## config.mk

```make
export PLATFORM = sky130hd
export DESIGN_NAME = layer_stream_serializer
export DESIGN_NICKNAME = d
export VERILOG_FILES = /design/src/rtl/layer_stream_serializer_pkg.sv /design/src/rtl/layer_stream_serializer_argmax.sv /design/src/rtl/layer_stream_serializer.sv
export SDC_FILE = /design/constraint.sdc
export NUM_CORES = 1
export LEC_CHECK = 0
export BUFFER_PORTS_ARGS = -buffer_cell sky130_fd_sc_hd__buf_2
export CORE_UTILIZATION = 59
export DETAILED_ROUTE_END_ITERATION = 16
export PLACE_DENSITY_LB_ADDON = 0.05
export SLEW_MARGIN = 15
export SYNTH_ARGS = -nofsm -noshare
export SYNTH_HDL_FRONTEND = slang
export SYNTH_SLANG_ARGS = --single-unit
```

## constraint.sdc

```tcl
create_clock -name s_axi_aclk -period 13.4 [get_ports s_axi_aclk]
set_clock_uncertainty 0.1 [all_clocks]
set_input_delay 2.68 -clock s_axi_aclk [delete_from_list [all_inputs] [get_ports s_axi_aclk]]
set_output_delay 2.68 -clock s_axi_aclk [all_outputs]
set_load 0.02 [all_outputs]
```

## src/rtl/layer_stream_serializer_pkg.sv

```systemverilog
// Shared definitions for the inter-layer vector serializer: emission-order
// encodings and the index-width helper.
package layer_stream_serializer_pkg;

  localparam bit ORDER_LSB_FIRST = 1'b0;
  localparam bit ORDER_MSB_FIRST = 1'b1;

  // Neuron index width; a single-neuron vector still gets a 1-bit index.
  function automatic int unsigned idx_width(input int unsigned n);
    return (n > 1) ? int'($clog2(n)) : 1;
  endfunction

endpackage

```

## src/rtl/layer_stream_serializer_argmax.sv

```systemverilog
// Running signed argmax over the beats of one vector; reports the winning
// neuron number one cycle after the final beat is accepted.
module layer_stream_serializer_argmax #(
  parameter int unsigned DATA_WIDTH = 16,
  parameter int unsigned IDX_W      = 4
) (
  input  logic                  s_axi_aclk,
  input  logic                  reset,
  input  logic                  beat_valid,
  input  logic [DATA_WIDTH-1:0] beat_data,
  input  logic [IDX_W-1:0]      beat_index,
  input  logic                  beat_last,
  output logic                  max_valid,
  output logic [IDX_W-1:0]      max_index
);

  logic                         fresh_q;
  logic signed [DATA_WIDTH-1:0] best_val_q;
  logic [IDX_W-1:0]             best_idx_q;
  logic                         take_c;
  logic [IDX_W-1:0]             win_idx_c;

  // Strictly-greater replacement so ties keep the earlier emitted beat.
  always_comb begin
    take_c    = fresh_q || ($signed(beat_data) > best_val_q);
    win_idx_c = take_c ? beat_index : best_idx_q;
  end

  always_ff @(posedge s_axi_aclk) begin
    if (reset) begin
      fresh_q    <= 1'b1;
      best_val_q <= '0;
      best_idx_q <= '0;
      max_valid  <= 1'b0;
      max_index  <= '0;
    end else begin
      max_valid <= 1'b0;
      if (beat_valid) begin
        if (take_c) begin
          best_val_q <= $signed(beat_data);
          best_idx_q <= beat_index;
        end
        fresh_q <= beat_last;
        if (beat_last) begin
          max_valid <= 1'b1;
          max_index <= win_idx_c;
        end
      end
    end
  end

endmodule

```

## src/rtl/layer_stream_serializer.sv

```systemverilog
// Captures a packed neuron-output vector into a 2-deep buffer and streams it
// one neuron per beat with valid/ready backpressure and optional argmax.
module layer_stream_serializer
  import layer_stream_serializer_pkg::*;
#(
  parameter int unsigned NUM_NEURONS = 10,
  parameter int unsigned DATA_WIDTH  = 16,
  parameter bit          MSB_FIRST   = ORDER_LSB_FIRST,
  parameter bit          EN_ARGMAX   = 1'b1,
  localparam int unsigned IDX_W      = idx_width(NUM_NEURONS)
) (
  input  logic                              s_axi_aclk,
  input  logic                              reset,
  input  logic                              in_valid,
  input  logic [NUM_NEURONS*DATA_WIDTH-1:0] in_data,
  output logic                              in_ready,
  output logic                              out_valid,
  input  logic                              out_ready,
  output logic [DATA_WIDTH-1:0]             out_data,
  output logic [IDX_W-1:0]                  out_index,
  output logic                              out_last,
  output logic                              max_valid,
  output logic [IDX_W-1:0]                  max_index,
  output logic                              overflow
);

  localparam int unsigned VEC_W    = NUM_NEURONS * DATA_WIDTH;
  localparam logic [IDX_W-1:0] LAST_IDX = IDX_W'(NUM_NEURONS - 1);

  typedef enum logic {IDLE, STREAM} state_e;

  state_e                  state_q, state_d;
  logic [1:0]              occ_q, occ_d, occ_rem;
  logic                    rd_ptr_q, rd_ptr_d, wr_ptr_q;
  logic [VEC_W-1:0]        slot_q [2];
  logic [VEC_W-1:0]        head_vec;
  logic [IDX_W-1:0]        beat_d, nsel, cur_neuron;
  logic [DATA_WIDTH-1:0]   data_d;
  logic                    cap, adv, pop, drop;

  function automatic logic [IDX_W-1:0] neuron_of(input logic [IDX_W-1:0] beat);
    return (MSB_FIRST == ORDER_MSB_FIRST) ? LAST_IDX - beat : beat;
  endfunction

  // Next-state, buffer bookkeeping and next beat selection.
  always_comb begin
    state_d  = state_q;
    rd_ptr_d = rd_ptr_q;
    beat_d   = out_index;
    cap      = in_valid && in_ready;
    drop     = in_valid && !in_ready;
    adv      = out_valid && out_ready;
    pop      = adv && out_last;
    if (adv) beat_d = out_last ? '0 : out_index + IDX_W'(1);
    if (pop) rd_ptr_d = ~rd_ptr_q;
    occ_rem  = pop ? occ_q - 2'd1 : occ_q;
    occ_d    = cap ? occ_rem + 2'd1 : occ_rem;
    // An empty buffer after the pop means a capture this cycle is the new head.
    head_vec = (occ_rem == 2'd0) ? in_data : slot_q[rd_ptr_d];
    nsel     = neuron_of(beat_d);
    data_d   = head_vec[int'(nsel)*DATA_WIDTH +: DATA_WIDTH];
    case (state_q)
      IDLE:    if (cap) state_d = STREAM;
      STREAM:  if (pop && occ_d == 2'd0) state_d = IDLE;
      default: state_d = IDLE;
    endcase
  end

  always_ff @(posedge s_axi_aclk) begin
    if (reset) state_q <= IDLE;
    else       state_q <= state_d;
  end

  always_ff @(posedge s_axi_aclk) begin
    if (reset) begin
      occ_q     <= 2'd0;
      rd_ptr_q  <= 1'b0;
      wr_ptr_q  <= 1'b0;
      in_ready  <= 1'b1;
      out_valid <= 1'b0;
      out_data  <= '0;
      out_index <= '0;
      out_last  <= 1'b0;
      overflow  <= 1'b0;
    end else begin
      occ_q     <= occ_d;
      rd_ptr_q  <= rd_ptr_d;
      if (cap) wr_ptr_q <= ~wr_ptr_q;
      in_ready  <= (occ_d != 2'd2);
      out_valid <= (state_d == STREAM);
      out_data  <= (state_d == STREAM) ? data_d : '0;
      out_index <= beat_d;
      out_last  <= (state_d == STREAM) && (beat_d == LAST_IDX);
      if (drop) overflow <= 1'b1;
    end
  end

  // Vector storage carries no reset; occupancy alone marks slots valid.
  always_ff @(posedge s_axi_aclk) begin
    if (cap) slot_q[wr_ptr_q] <= in_data;
  end

  assign cur_neuron = neuron_of(out_index);

  generate
    if (EN_ARGMAX) begin : g_argmax
      layer_stream_serializer_argmax #(
        .DATA_WIDTH (DATA_WIDTH),
        .IDX_W      (IDX_W)
      ) u_argmax (
        .s_axi_aclk (s_axi_aclk),
        .reset      (reset),
        .beat_valid (adv),
        .beat_data  (out_data),
        .beat_index (cur_neuron),
        .beat_last  (out_last),
        .max_valid  (max_valid),
        .max_index  (max_index)
      );
    end else begin : g_no_argmax
      assign max_valid = 1'b0;
      assign max_index = '0;
    end
  endgenerate

endmodule

```

Word-level counts from Yosys, hierarchy flattened:

Memories as Yosys holds them, arrays and structs flattened.
Cells that the tools add are included.
Widths: inputs -> output; s select.

* add/sub/neg operators: 3
* order comparisons: 1
* equal/unequal tests: 2
* shifts and indexed selects: 1
* muxes and demuxes: 12
* bitwise gates (word level): 5
* reductions and logical operators: 14

Operator list (count)
* $mux 160: 1
* $shiftx 160x9->16: 1
* $gt 16x16->1: 1
* $mux 4: 3
* $logic_and 1x1->1: 6
* $mux 1: 5
* $not 1->1: 5
* $add 4x1->4 const B: 1
* $eq 4x4->1 const B: 1
* $logic_not 2->1: 2
* $mux 2: 2
* $reduce_and 2->1: 2
* $reduce_or 2->1: 2
* $add 2x1->2 const B: 1
* $ne 2x2->1 const B: 1
* $pmux 1 s2: 1
* $sub 2x1->2 const B: 1
* $logic_not 1->1: 1
* $logic_or 1x1->1: 1

* register bits: 54
* bits in writable memories: 320
* input bits: 164
* output and inout port bits: 29
* word-level logic and storage cells: 53
* memories kept: 1

Memory list
* slot_q: words 2, width 160, read ports 1, clocked after memory_dff 0, wr ports 1, RTL line layer_stream_serializer.sv:35 `logic [VEC_W-1:0] slot_q [2];`

Depth between registers and ports, before layout:

Gate-level depths: netlist of the first run.

* depth after elaboration: 11
* gate-level depth with buffers: 15
* gate-level depth less buffers: 10

Modules after synthesis:

From an unflattened synthesis of the first run, not the netlist that was laid out.

* cells, all modules: 1377
* area total of the unflattened synthesis: 17008.8 um^2

Modules (own cells, without submodules)
* layer_stream_serializer: times used 1, cells each 1192, area an instance 15394.8 um^2
* layer_stream_serializer_argmax: times used 1, cells each 185, area an instance 1614.0 um^2

Least setup slack after synthesis of the first run:

No wires, ideal clock.

* path type: input -> register
* start: input in_valid
* end: memory slot_q[0][0] in the netlist's numbering (enable)
* library setup time: 0.683 ns
* arrival time: 9.480 ns
* required time: 12.617 ns
* slack: 3.137 ns
* stages on the path: 2
* path buffers: 0
* path through: nand2_1 -> nor2_1

* longest elaborated chain between the ends: 3

RTL lines
* start: declaration: RTL line layer_stream_serializer.sv:14 `input logic in_valid,`
* $logic_and 1x1->1: RTL line layer_stream_serializer.sv:50 `cap = in_valid && in_ready;`
* $mux 1: RTL line layer_stream_serializer.sv:100 `if (cap) slot_q[wr_ptr_q] <= in_data;`
* $mux 1 (implied by the code): RTL line layer_stream_serializer.sv:100
* end: declaration: RTL line layer_stream_serializer.sv:35

Every way passes these cells.

Final worst setup path of the first run:

* start: input out_ready
* end: register out_data[15]

* longest elaborated chain between the ends: 11

RTL lines
* start: declaration: RTL line layer_stream_serializer.sv:18 `input logic out_ready,`
* $logic_and 1x1->1 (*): RTL line layer_stream_serializer.sv:52 `adv = out_valid && out_ready;`
* parallel branches: the longest is 10 deep, another holds $mem_v2 2x160
* end signal: assignment: RTL line layer_stream_serializer.sv:91 `out_data <= (state_d == STREAM) ? data_d : '0;`
* end: declaration: RTL line layer_stream_serializer.sv:19 `output logic [DATA_WIDTH-1:0] out_data,`

Mark *: on every way between the ends.
A chain may end at the register's enable or synchronous reset.

==> summary.txt, run 1 <==
Clocking
  • Root buf cell: sky130_fd_sc_hd__clkbuf_16
  • Clock transition at path regs: 0.05 ns
  • Worst-skew pair later-pin latency: approximately 0.54 ns
  • Number of buffers created by CTS: 40
  • Buffers from clock root to sink, at most: 3
  • Setup bufs post-CTS: 0
  • # resized after CTS: 0
  • Cts-stage hold buffer count: 0
  • Sink count of the clock tree: between 300 and 400
  • H-tree levels: 2
  • CTS tree: yes

Min path
  • Worst Hold Path Cells: 2
  • Beginning of the worst hold path: g_argmax.u_argmax.best_val_q[1]$_SDFFE_PP0P_
  • Class of the most critical hold timing path: reg2reg
  • Destination of the worst hold path: g_argmax.u_argmax.best_val_q[1]$_SDFFE_PP0P_

Yosys
  • Yosys cell types: 70
  • Netlist area before placement: roughly 17000 um2
  • Number of nets in the synthesized netlist: approximately 1600
  • Number of enable flip-flop cells after synthesis: 320
  • Post-synth top area cell: sky130_fd_sc_hd__edfxtp_1
  • Number of synthesized register bits: 374
  • Most area-consuming cells after synthesis: sky130_fd_sc_hd__edfxtp_1 57%, sky130_fd_sc_hd__dfxtp_1 6.5%, sky130_fd_sc_hd__nand2_1 4.8%, sky130_fd_sc_hd__mux2i_1 3.1%, sky130_fd_sc_hd__a21oi_1 2.8%
  • Area share of the leading cell type in the synthesized netlist: a little under three fifths
  • Post-synthesis cell count: about 1400
  • Sequential share of the synthesized area: 63.9%
  • Mean instance size in the synthesized netlist: between 10 and 15 um2
  • Most instantiated flip-flop cell in the synthesis netlist: sky130_fd_sc_hd__edfxtp_1
  • Post-synth ARST share: 0%
  • Count of yosys warnings during synthesis: 0

Critical path
  • Cells traversed along the worst timing path: buf_2 -> nand3_1 -> nor2_1 -> xnor2_1 -> ha_2 -> inv_2 -> buf_4 -> nand2_1 -> buf_4 -> o221a_2 -> o311ai_0 -> nand3_1
  • Setup slack of the most critical reg-to-reg path: between 8 and 9 ns
  • Worst reg2reg endpoint: out_data[15]$_SDFF_PP0_
  • Crit-path max cell delay: a little over 0.6 ns
  • Number of buffer and inverter stages on the critical path: 4
  • Crit path launch type: input port
  • Worst r2r src: out_last$_SDFF_PP0_
  • Worst-path fanout max: 63
  • CP required: 13.68 ns
  • Arrival time at the worst endpoint: approximately 6.3 ns
  • Cell type of the slowest stage on the worst timing path: sky130_fd_sc_hd__o311ai_0
  • Number of gates on the worst path with buffers counted: 12
  • WS Path Type: in2reg
  • Critical path capture point type: flop
  • Cell family with most CP delay: buffers and inverters
  • FF-to-FF path depth: 11

Die
  • Floorplan row count: roughly 60
  • Die area: between 20000 and 30000 um2
  • Horiz. Die Dim: around 170 um
  • Height of the die: roughly 170 um
  • Core area: between 20000 and 30000 um2
  • Boundary pin count: 193
  • Starting density of the core: about 60%

Routing
  • Via count of the routed design: approximately 13000
  • Detailed-route wire length per cell: 24.4 um
  • Overall routed net length: 48300 um
  • Remaining antenna violation count: 0
  • Routed via count divided by cell count: 6.38
  • Number of optimization iterations in the first detailed-route pass: 6
  • First-iteration detailed-routing DRC count: about 1400
  • DRC violation count after routing: 0

Timing
  • Setup Total Neg Slack: 0 ns
  • Max Slew Vio Count: 0
  • Hold slack final: around 0.39 ns
  • Final number of setup-violating endpoints: 0
  • Unrepaired setup endpoints after global routing: no
  • Slew @ Worst Pin: between 1 and 1.5 ns
  • Max-slew headroom at the worst pin: 25.9%
  • Time the worst path needs with I/O delays and setup: a little over 6 ns
  • Period utilisation layout: a little under half
  • Max Clk Rate: 165 MHz
  • Hold Vio Cnt, Final: 0

Finish
  • Final design utilization: approximately 69%
  • Highest-count cells in the layout ignoring fill and taps: 320 x sky130_fd_sc_hd__edfxtp_1, 213 x sky130_fd_sc_hd__nand2_1, 192 x sky130_fd_sc_hd__buf_2
  • Footprint of the multi-input gates: ~5600 um2
  • Number of nets in the layout: about 1800
  • Signed area change from the synthesized netlist to the final layout: 15.2%
  • Share of post-route cells with drive strength above 1: around a fifth
  • FILL cells: 2046
  • Area used by sequential logic in the layout: roughly 11000 um2
  • Most common library cell in the layout ignoring fill and taps: sky130_fd_sc_hd__edfxtp_1

Flow run
  • Count of max-cap constraint violations: 0

GRT
  • Overflow left after global routing: 0
  • GR Util All Layers: around a third
  • Number of antenna violations at the first check in global routing: 3
  • Number of global-route vias before repair: ~12000
  • Maximum number of pins on one net before global-route repair: 78
  • Global-route wire length before repair: between 70000 and 80000 um

Power and ir drop
  • Areal power density over the cells: roughly 150 nW/um2
  • IR drop worst, VDD: between 100 and 150 uV
  • Total power of the final layout: slightly below 3 mW
  • Pleak: ~7.1 nW

Placement
  • HPWL after detailed placement: between 30000 and 40000 um
  • IO Port Bufs: 192
  • Final weighted congestion in routability-driven placement: around 0.88

Outcome
  • Run status: finished, final reports clean
[cell usage after synthesis, drive strengths merged, types with 5 or more instances]
cell type  number
a211o          20
a211oi         14
a21o            8
a21oi          94
a311oi          9
a31oi          34
and3            7
buf            46
clkbuf         48
dfxtp          54
edfxtp        320
ha             18
inv            29
mux2           14
mux2i          51
mux4            7
nand2         214
nand2b         17
nand3          72
nand4          20
nor2           91
nor2b          10
nor3            8
nor4            5
o2111ai        10
o211ai          5
o21a            8
o21ai          65
o21ba           6
o221a           6
o221ai         23
o22ai          15
o311ai          8
xnor2           6
[flip-flops by register name (all words and copies together), names as in the netlist, 2 cells and up]
register                      cells
g_argmax.u_argmax.best_idx_q      4
g_argmax.u_argmax.best_val_q     16
g_argmax.u_argmax.max_index       4
occ_q                             2
out_data                         16
out_index                         4
slot_q                          320
[worst max-delay path by stage]
| stage | from | to | slack (ns) |
|---|---|---|---|
| after floorplan | in_valid | slot_q[0][0]$_DFFE_PP_ | 3.14 |
| after global placement | out_ready | out_data[15]$_SDFF_PP0_ | 7.07 |
| after detailed placement | out_ready | out_data[15]$_SDFF_PP0_ | 6.94 |
| after CTS | out_ready | out_data[15]$_SDFF_PP0_ | 7.46 |
| after global routing | out_ready | out_data[15]$_SDFF_PP0_ | 7.16 |
| final | out_ready | out_data[15]$_SDFF_PP0_ | 7.34 |
[logic make-up after synthesis]
group | share of synthesized area, %
flops | 63.9
simple gates | 12.0
mux | 4.96
buf+inv | 3.33
fa+ha+maj | 1.35
compound gates | 13.9
xor+xnor | 0.509
[per-stage QoR]
step / cells / area, um2 / setup slack [ns]
after floorplan: 1401 / 16700 / 3.14
after detailed placement: 1904 / 18000 / 6.94
final: 1979 / 19300 / 7.34
after CTS: 1977 / 19300 / 7.46
after global routing: 1979 / 19300 / 7.16
after global placement: 1904 / 18000 / 7.07
[cell type report]
type,count,share of cell area [%]
flip-flops and latches,374,55.5
clock inverters,20,0.968
clock buffers,53,5.61
well taps,378,2.46
inverters,30,0.585
repair buffers,219,6.04
diodes,2,0.0260
multi-input cells,903,28.8
[report_power, final]
part | switching, mW | internal [mW] | total [mW]
combinational | 0.270 | 0.128 | 0.398
clock | 0.445 | 0.626 | 1.07
sequential | 0.0435 | 1.37 | 1.42
total | 0.758 | 2.13 | 2.89
[per-layer routing]
metal / up-vias / GRT usage (%) / wire [um] / share of wire (%)
li1: 5639 / - / - / -
met1: 6109 / 44.9 / 19100 / 39
met2: 747 / 51.6 / 22400 / 46
met3: 124 / 7.30 / 4760 / 9.9
met4: 0 / 16.0 / 2070 / 4.3
met5: - / 0 / 0 / 0
[worst reg2reg max path, cell delays in order, from the launching register on]
cell,delay [ns]
sky130_fd_sc_hd__dfxtp_1,0.81
sky130_fd_sc_hd__nand3_1,0.30
sky130_fd_sc_hd__nor2_1,0.19
sky130_fd_sc_hd__xnor2_1,0.13
sky130_fd_sc_hd__ha_2,0.22
sky130_fd_sc_hd__inv_2,0.04
sky130_fd_sc_hd__buf_4,0.60
sky130_fd_sc_hd__nand2_1,0.57
sky130_fd_sc_hd__buf_4,0.40
sky130_fd_sc_hd__o221a_2,0.30
sky130_fd_sc_hd__o311ai_0,0.62
sky130_fd_sc_hd__nand3_1,0.17
No activity file was read; power rests on OpenSTA's default activity.
==> run 2, diff against run 1 <==
--- a/config.mk
+++ b/config.mk
@@ -5,8 +5,9 @@
 export SDC_FILE = /design/constraint.sdc
 export NUM_CORES = 1
 export LEC_CHECK = 0
+export ABC_AREA = 1
 export BUFFER_PORTS_ARGS = -buffer_cell sky130_fd_sc_hd__buf_2
-export CORE_UTILIZATION = 59
+export CORE_UTILIZATION = 53
 export DETAILED_ROUTE_END_ITERATION = 16
 export PLACE_DENSITY_LB_ADDON = 0.05
 export SLEW_MARGIN = 15
==> constraint.sdc (replaced) <==
create_clock -name s_axi_aclk -period 5.1 [get_ports s_axi_aclk]
set_clock_uncertainty 0.1 [all_clocks]
set_input_delay 1.02 -clock s_axi_aclk [delete_from_list [all_inputs] [get_ports s_axi_aclk]]
set_output_delay 1.02 -clock s_axi_aclk [all_outputs]
set_load 0.02 [all_outputs]
==> run 2 against run 1 <==
Effect of this change: via count grew 4.2%; routed wire length shrank 4.9%; non-clock buffer count increased by 2; clock power rose to 2.7 times the previous value; synthesized area grew 1.5%; sequential share of layout area fell by 0.99 points; utilization is 7.0 points lower; register-to-register slack lost 6.9 ns; critical path depth rose by 4; total power increased to 2.7 times the previous value; synthesized cell count increased by 27%.
==> summary.txt, run 2 <==
Outcome
  • Run status: finished, final reports clean

Clocking
  • Setup bufs post-CTS: 0 (unchanged)
  • Clock transition at path regs: 0.06 ns (about the same)
  • Buffers from clock root to sink, at most: 3 (unchanged)
  • Root buf cell: sky130_fd_sc_hd__clkbuf_16
  • CTS tree: yes
  • Number of buffers created by CTS: 41 (+2.5%)
  • Worst-skew pair later-pin latency: 0.53 ns (about the same)
  • Sink count of the clock tree: 374 (unchanged)
  • Cts-stage hold buffer count: 0 (unchanged)
  • # resized after CTS: 0 (unchanged)
  • H-tree levels: 2 (unchanged)

Die
  • Boundary pin count: 193 (unchanged)
  • Starting density of the core: 53.8% (-6.2 points)
  • Horiz. Die Dim: 181 um (+6.2%)
  • Die area: 32800 um2 (+13%)
  • Floorplan row count: 65 (+6.6%)
  • Height of the die: 181 um (+6.2%)
  • Core area: 31600 um2 (+13%)

Critical path
  • Cell type of the slowest stage on the worst timing path: sky130_fd_sc_hd__inv_6
  • Crit-path max cell delay: 0.40 ns (-0.22 ns)
  • CP most frequent cell: sky130_fd_sc_hd__nand2_1
  • Cells traversed along the worst timing path: buf_2 -> nand2_4 -> nor2_8 -> nand2_1 -> xor2_1 -> ha_2 -> inv_6 -> buf_12 -> nor2_1 -> nor2_1 -> nand2_1 -> nand3_1 -> nand3_1 -> nand2_1 -> nand2_1 -> a21oi_1
  • Number of buffer and inverter stages on the critical path: 3 (-1)
  • Worst-path fanout max: 74 (+17%)
  • Crit path launch type: input port
  • Setup slack of the most critical reg-to-reg path: 1.93 ns (-6.89 ns)
  • Cell family with most CP delay: simple AND/OR/NAND/NOR gates
  • CP required: 5.45 ns (-8.23 ns)
  • WS Path Type: in2reg
  • Arrival time at the worst endpoint: 3.59 ns (-2.75 ns)
  • Critical path capture point type: flop

Power and ir drop
  • Areal power density over the cells: 403 nW/um2 (+170%)
  • Share of power burned in combinational logic: 16.8% (+3.0 points)
  • IR drop worst, VDD: 278 uV (+120%)
  • Sequential share of power: 46.3% (-2.8 points)
  • Pleak: 7.91 nW (+11%)
  • Internal power: 5.75 mW (+170%)
  • Power share of the clock group: 36.9% (-0.2 points)
  • Switching part of the total: 27.3% (+1.1 points)
  • NetSw: 2.16 mW (+180%)

Routing
  • DRC violation count after routing: 0 (unchanged)
  • Routed via count divided by cell count: 5.56 (-13%)
  • First-iteration detailed-routing DRC count: 1331 (-7.1%)
  • Via count of the routed design: 13200 (+4.2%)
  • Overall routed net length: 45900 um (-4.9%)
  • Remaining antenna violation count: 0 (unchanged)
  • Detailed-route wire length per cell: 19.4 um (-20%)
  • Number of optimization iterations in the first detailed-route pass: 6 (unchanged)

GRT
  • Number of global-route vias before repair: 11900 (-0.24%)
  • Global-route wire length before repair: 69600 um (-1.9%)
  • GR Util All Layers: 27.8% (-5.5 points)
  • Overflow left after global routing: 0 (unchanged)
  • Maximum number of pins on one net before global-route repair: 136 (+74%)
  • Number of antenna violations at the first check in global routing: 4 (+1)

Finish
  • Number of nets in the layout: 2113 (+21%)
  • Largest register by flop count: slot_q
  • Footprint of the multi-input gates: 5630 um2 (+1.4%)
  • FILL cells: 2697 (+32%)
  • Final Cell Area: 19600 um2 (+1.8%)
  • Signed area change from the synthesized netlist to the final layout: 15.5%
  • Largest registers: slot_q x320, g_argmax.u_argmax.best_val_q x16, out_data x16
  • Area used by sequential logic in the layout: 10700 um2 (about the same)
  • Highest-count cells in the layout ignoring fill and taps: 471 x sky130_fd_sc_hd__nand2_1, 320 x sky130_fd_sc_hd__edfxtp_1, 312 x sky130_fd_sc_hd__nor2_1
  • Number of flip-flops under the largest register name: 320 (unchanged)
  • Most common library cell in the layout ignoring fill and taps: sky130_fd_sc_hd__nand2_1
  • Final design utilization: 62.2% (-7.0 points)
  • Share of post-route cells with drive strength above 1: 16.6% (-4.0 points)

Yosys
  • Netlist area before placement: 17000 um2 (+1.5%)
  • Mean instance size in the synthesized netlist: 9.58 um2 (-20%)
  • Sequential share of the synthesized area: 63.0% (-0.94 points)
  • Most area-consuming cells after synthesis: sky130_fd_sc_hd__edfxtp_1 57%, sky130_fd_sc_hd__nand2_1 10%, sky130_fd_sc_hd__nand3_1 8.1%, sky130_fd_sc_hd__nor2_1 6.9%, sky130_fd_sc_hd__dfxtp_1 6.4%
  • Post-synth ARST share: 0% (unchanged)
  • Post-synth top area cell: sky130_fd_sc_hd__edfxtp_1
  • Most instantiated flip-flop cell in the synthesis netlist: sky130_fd_sc_hd__edfxtp_1
  • Post-synthesis cell count: 1773 (+27%)
  • Number of synthesized register bits: 374 (unchanged)
  • Area share of the leading cell type in the synthesized netlist: 56.6% (-0.84 points)
  • Most common library cells after synthesis: 472 x sky130_fd_sc_hd__nand2_1, 320 x sky130_fd_sc_hd__edfxtp_1, 314 x sky130_fd_sc_hd__nor2_1
  • Cell with the most instances after synthesis: sky130_fd_sc_hd__nand2_1
  • Yosys cell types: 34 (-51%)
  • Count of yosys warnings during synthesis: 0 (unchanged)
  • Number of nets in the synthesized netlist: 1955 (+23%)
  • Number of enable flip-flop cells after synthesis: 320 (unchanged)

Min path
  • Class of the most critical hold timing path: reg2reg

Timing
  • Max Clk Rate: roughly 310 MHz
  • Hold Vio Cnt, Final: 0 (unchanged)
  • Max-slew headroom at the worst pin: 39.7% (+14 points)
  • Time the worst path needs with I/O delays and setup: 3.24 ns
  • Final number of setup-violating endpoints: 0 (unchanged)
  • Period utilisation layout: between 60% and 70%
  • Slew @ Worst Pin: 0.902 ns (-0.210 ns)
  • Max Slew Vio Count: 0 (unchanged)
  • Unrepaired setup endpoints after global routing: no

Placement
  • Cell area reported after detailed placement: 18300 um2 (+1.6%)
  • Final weighted congestion in routability-driven placement: 0.809 (-8.1%)
  • IO Port Bufs: 192 (unchanged)
  • HPWL after detailed placement: 29400 um (-5.3%)

Flow run
  • Count of max-cap constraint violations: 0 (unchanged)
[run 2: worst reg2reg max path, cell delays in order (launching register included)]
cell	delay (ns)
sky130_fd_sc_hd__dfxtp_1	0.49
sky130_fd_sc_hd__nand2_4	0.15
sky130_fd_sc_hd__nor2_8	0.14
sky130_fd_sc_hd__nand2_1	0.09
sky130_fd_sc_hd__xor2_1	0.18
sky130_fd_sc_hd__ha_2	0.23
sky130_fd_sc_hd__inv_6	0.41
sky130_fd_sc_hd__buf_12	0.41
sky130_fd_sc_hd__nor2_1	0.10
sky130_fd_sc_hd__nor2_1	0.13
sky130_fd_sc_hd__nand2_1	0.07
sky130_fd_sc_hd__nand3_1	0.11
sky130_fd_sc_hd__nand3_1	0.15
sky130_fd_sc_hd__nand2_1	0.11
sky130_fd_sc_hd__nand2_1	0.07
sky130_fd_sc_hd__a21oi_1	0.18
[run 2: cell type report]
type	count	area share, %
sequential	374	54.5
tap	402	2.56
antenna	2	0.0255
inverter	47	0.925
clock buffer	53	5.68
timing repair buffer	221	6.52
clock inverter	22	1.07
multi-input combinational	1246	28.7
[run 2: power groups by stage]
stage	logic, mW	clock network [mW]	registers (mW)
floorplan	0.840	0	3.75
global placement	1.31	0	3.72
detailed placement	1.32	0	3.72
CTS	1.33	2.96	3.66
global route	1.48	3.08	3.68
finish	1.33	2.92	3.66
[run 2: cells by family (layout without fill, tap and decap cells)]
| kind of cell | after synthesis | count (layout) | synth area share (%) |
|---|---|---|---|
| simple gates | 1115 | 1115 | 27.7 |
| flops | 374 | 374 | 63.0 |
| buf+inv | 153 | 343 | 4.05 |
| compound gates | 110 | 110 | 3.78 |
| fa+ha+maj | 18 | 18 | 1.33 |
| xor+xnor | 3 | 3 | 0.155 |
| other cells | 0 | 2 | 0 |
[run 2: path summary, 6_finish.rpt]
check,cells after the start,from,endpoint
worst min-delay path,2,g_argmax.u_argmax.max_index[2]$_SDFFE_PP0P_,g_argmax.u_argmax.max_index[2]$_SDFFE_PP0P_
worst min register to register,2,g_argmax.u_argmax.max_index[2]$_SDFFE_PP0P_,g_argmax.u_argmax.max_index[2]$_SDFFE_PP0P_
worst max-delay path,16,out_ready,out_data[11]$_SDFF_PP0_
worst max register to register,15,out_valid$_SDFF_PP0_,out_data[11]$_SDFF_PP0_
[run 2: per-stage QoR]
step	cells	hold WS [ns]	setup TNS [ns]	setup WS (ns)	total power, mW
floorplan	1773	0.352	-257.47	-0.812	4.59
global placement	2290	0.338	0	1.42	5.02
detailed placement	2290	0.342	0	1.35	5.04
CTS	2365	0.356	0	1.89	7.95
global route	2367	0.369	0	1.62	8.23
finish	2367	0.350	0	1.86	7.91
[run 2: metal layers]
layer  wire (um)  GRT usage [%]
met1       20500           41.2
met3        3610           4.64
met2       20700           42.1
met4        1090           8.54
met5          28              0
==> run 3, diff against run 2 <==
--- a/config.mk
+++ b/config.mk
@@ -7,7 +7,7 @@
 export LEC_CHECK = 0
 export ABC_AREA = 1
 export BUFFER_PORTS_ARGS = -buffer_cell sky130_fd_sc_hd__buf_2
-export CORE_UTILIZATION = 53
+export CORE_UTILIZATION = 59
 export DETAILED_ROUTE_END_ITERATION = 16
 export PLACE_DENSITY_LB_ADDON = 0.05
 export SLEW_MARGIN = 15
==> constraint.sdc (replaced) <==
create_clock -name s_axi_aclk -period 3.2 [get_ports s_axi_aclk]
set_clock_uncertainty 0.1 [all_clocks]
set_input_delay 0.64 -clock s_axi_aclk [delete_from_list [all_inputs] [get_ports s_axi_aclk]]
set_output_delay 0.64 -clock s_axi_aclk [all_outputs]
set_load 0.02 [all_outputs]
==> run 3 against run 2 <==
Effect of this change: via count is 2.0% higher; count of clock-buffer cells in the layout is 5 higher; total power grew 60%; setup slack lost 1.6 ns; highest routed layer is now met4.
==> summary.txt, run 3 (synthesized netlist as in run 2, its figures left out) <==
Die
  • Core area: 28000 um2 (-11%)
  • Starting density of the core: 60.6% (+6.8 points)
  • Die area: 29500 um2 (-10%)
  • Horiz. Die Dim: 172 um (-5.2%)
  • Boundary pin count: 193 (unchanged)
  • Height of the die: 172 um (-5.2%)
  • Floorplan row count: 61 (-6.2%)

Clocking
  • Number of buffers created by CTS: 40 (-2.4%)
  • # resized after CTS: 0 (unchanged)
  • Buffers from clock root to sink, at most: 3 (unchanged)
  • Worst-skew pair later-pin latency: 0.54 ns (about the same)
  • Setup bufs post-CTS: 0 (unchanged)
  • Cts-stage hold buffer count: 0 (unchanged)
  • CTS tree: yes
  • H-tree levels: 2 (unchanged)
  • Clock transition at path regs: 0.06 ns (about the same)
  • Root buf cell: sky130_fd_sc_hd__clkbuf_16
  • Sink count of the clock tree: 374 (unchanged)

GRT
  • Overflow left after global routing: 0 (unchanged)
  • Number of global-route vias before repair: 12700 (+6.7%)
  • GR Util All Layers: 31.9% (+4.1 points)
  • Global-route wire length before repair: 70700 um (+1.5%)
  • Number of antenna violations at the first check in global routing: 1 (-3)
  • Maximum number of pins on one net before global-route repair: 96 (-29%)

Routing
  • Detailed-route wire length per cell: 19.6 um (+1.2%)
  • Routed via count divided by cell count: 5.68 (+2.2%)
  • DRC violation count after routing: 0 (unchanged)
  • Number of optimization iterations in the first detailed-route pass: 8 (+2)
  • Remaining antenna violation count: 0 (unchanged)
  • Overall routed net length: 46300 um (+0.93%)
  • Via count of the routed design: 13400 (+2.0%)
  • First-iteration detailed-routing DRC count: 1410 (+5.9%)

Timing
  • Setup WS post-layout: 0.301 ns (-1.56 ns)
  • Max Slew Vio Count: 0 (unchanged)
  • Max Clk Rate: ~340 MHz
  • Hold Vio Cnt, Final: 0 (unchanged)
  • Unrepaired setup endpoints after global routing: no
  • Slew @ Worst Pin: 0.609 ns (-0.293 ns)
  • Hold slack final: 0.209 ns (-0.141 ns)
  • Max-slew headroom at the worst pin: 59.0% (+19 points)
  • Period utilisation layout: 90.6%
  • Time the worst path needs with I/O delays and setup: 2.90 ns
  • Final number of setup-violating endpoints: 0 (unchanged)

Placement
  • Final weighted congestion in routability-driven placement: 0.832 (+2.8%)
  • HPWL after detailed placement: 30000 um (+2.3%)
  • Post-placement setup slack: 0.0415 ns (-1.31 ns)
  • Total placed cells including tap cells: 2285 (-0.22%)
  • IO Port Bufs: 192 (unchanged)

Finish
  • Final Instance Count excl. Fillers: 2361 (-0.25%)
  • Number of nets in the layout: 2131 (+0.85%)
  • Number of flip-flops under the largest register name: 320 (unchanged)
  • Signed area change from the synthesized netlist to the final layout: 17.1%
  • Largest registers: slot_q x320, g_argmax.u_argmax.best_val_q x16, out_data x16
  • Most common library cell in the layout ignoring fill and taps: sky130_fd_sc_hd__nand2_1
  • Area used by sequential logic in the layout: 10700 um2 (unchanged)
  • Highest-count cells in the layout ignoring fill and taps: 471 x sky130_fd_sc_hd__nand2_1, 320 x sky130_fd_sc_hd__edfxtp_1, 312 x sky130_fd_sc_hd__nor2_1
  • Share of post-route cells with drive strength above 1: 17.4% (+0.86 points)
  • Largest register by flop count: slot_q
  • FILL cells: 2172 (-19%)
  • Final design utilization: 71.0% (+8.8 points)
  • Footprint of the multi-input gates: 5640 um2 (+0.24%)

Critical path
  • Critical path capture point type: flop
  • WS Path Type: reg2reg
  • FF-to-FF path depth: 14 (-1)
  • Number of buffer and inverter stages on the critical path: 2 (-1)
  • Crit-path max cell delay: 0.43 ns (+0.03 ns)
  • Cell family with most CP delay: simple AND/OR/NAND/NOR gates
  • Crit path launch type: flop
  • Cells traversed along the worst timing path: nand2_4 -> nor2_8 -> nand2_1 -> xor2_1 -> ha_2 -> inv_6 -> buf_4 -> or2_2 -> nand3_1 -> nand3_1 -> nand3_1 -> nand2_1 -> nand2_1 -> a21oi_1
  • Arrival time at the worst endpoint: 3.20 ns (-0.39 ns)
  • Number of gates on the worst path with buffers counted: 14 (-2)
  • CP required: 3.50 ns (-1.95 ns)
  • Worst-path fanout max: 22 (-70%)
  • Cell type of the slowest stage on the worst timing path: sky130_fd_sc_hd__dfxtp_1

Min path
  • Worst Hold Path Cells: 1 (-1)
  • Class of the most critical hold timing path: in2reg

Power and ir drop
  • IR drop worst, VDD: 500 uV (+80%)
  • Areal power density over the cells: 635 nW/um2 (+57%)
  • Pleak: 8.06 nW (+1.9%)
  • Total power of the final layout: 12.6 mW (+60%)

Outcome
  • Run status: finished, final reports clean

Flow run
  • Count of max-cap constraint violations: 0 (unchanged)
run 3: changes by cell type in the layout (fill, tap and decap cells not counted), sizes merged:
| cell | change |
|---|---|
| buf | +19 |
| bufinv | -1 |
| clkbuf | +5 |
| clkinv | -7 |
| inv | +2 |
run 3: final timing paths:
check	from	to	slack, ns
worst max register to register	out_valid$_SDFF_PP0_	out_data[6]$_SDFF_PP0_	0.30
worst min register to register	g_argmax.u_argmax.max_index[2]$_SDFFE_PP0P_	g_argmax.u_argmax.max_index[2]$_SDFFE_PP0P_	0.35
worst min-delay path	in_data[70]	slot_q[1][70]$_DFFE_PP_	0.21
worst max-delay path	out_valid$_SDFF_PP0_	out_data[6]$_SDFF_PP0_	0.30
run 3: power by group:
part	internal (mW)	switching, mW
Clock	2.75	1.88
Combinational	0.743	1.40
Sequential	5.70	0.140
Total	9.20	3.42
run 3: final cells by class:
cell class,instances,share of cell area [%]
clock inverters,16,0.831
flip-flops and latches,374,53.8
repair buffers,240,7.90
well taps,378,2.38
diodes,2,0.0252
clock buffers,58,5.78
multi-input cells,1246,28.4
inverters,47,0.913
run 3: per-stage QoR:
stage | TNS [ns] | area, um2
5_1_grt | 0 | 19900
4_1_cts | 0 | 19900
2_1_floorplan | -129.85 | 17000
3_5_place_dp | 0 | 18600
6_report | 0 | 19900
3_3_place_gp | 0 | 18600
run 3: worst reg2reg max path, delay by kind of cell (launching register included):
family | cells | cell delay (ns)
and+or+nand+nor | 9 | 1.32
DFF | 1 | 0.43
buffers and inverters | 2 | 0.35
adders and majority gates | 1 | 0.29
xor gates and xnor gates | 1 | 0.20
AOI/OAI and AO/OA | 1 | 0.06
run 3: layer usage:
metal	vias to the layer above	track usage [%]	wire, um
li1	6361	-	-
met1	6309	45.7	19800
met2	669	50.1	21300
met3	71	4.49	4030
met4	0	10.5	1260
met5	-	0	0
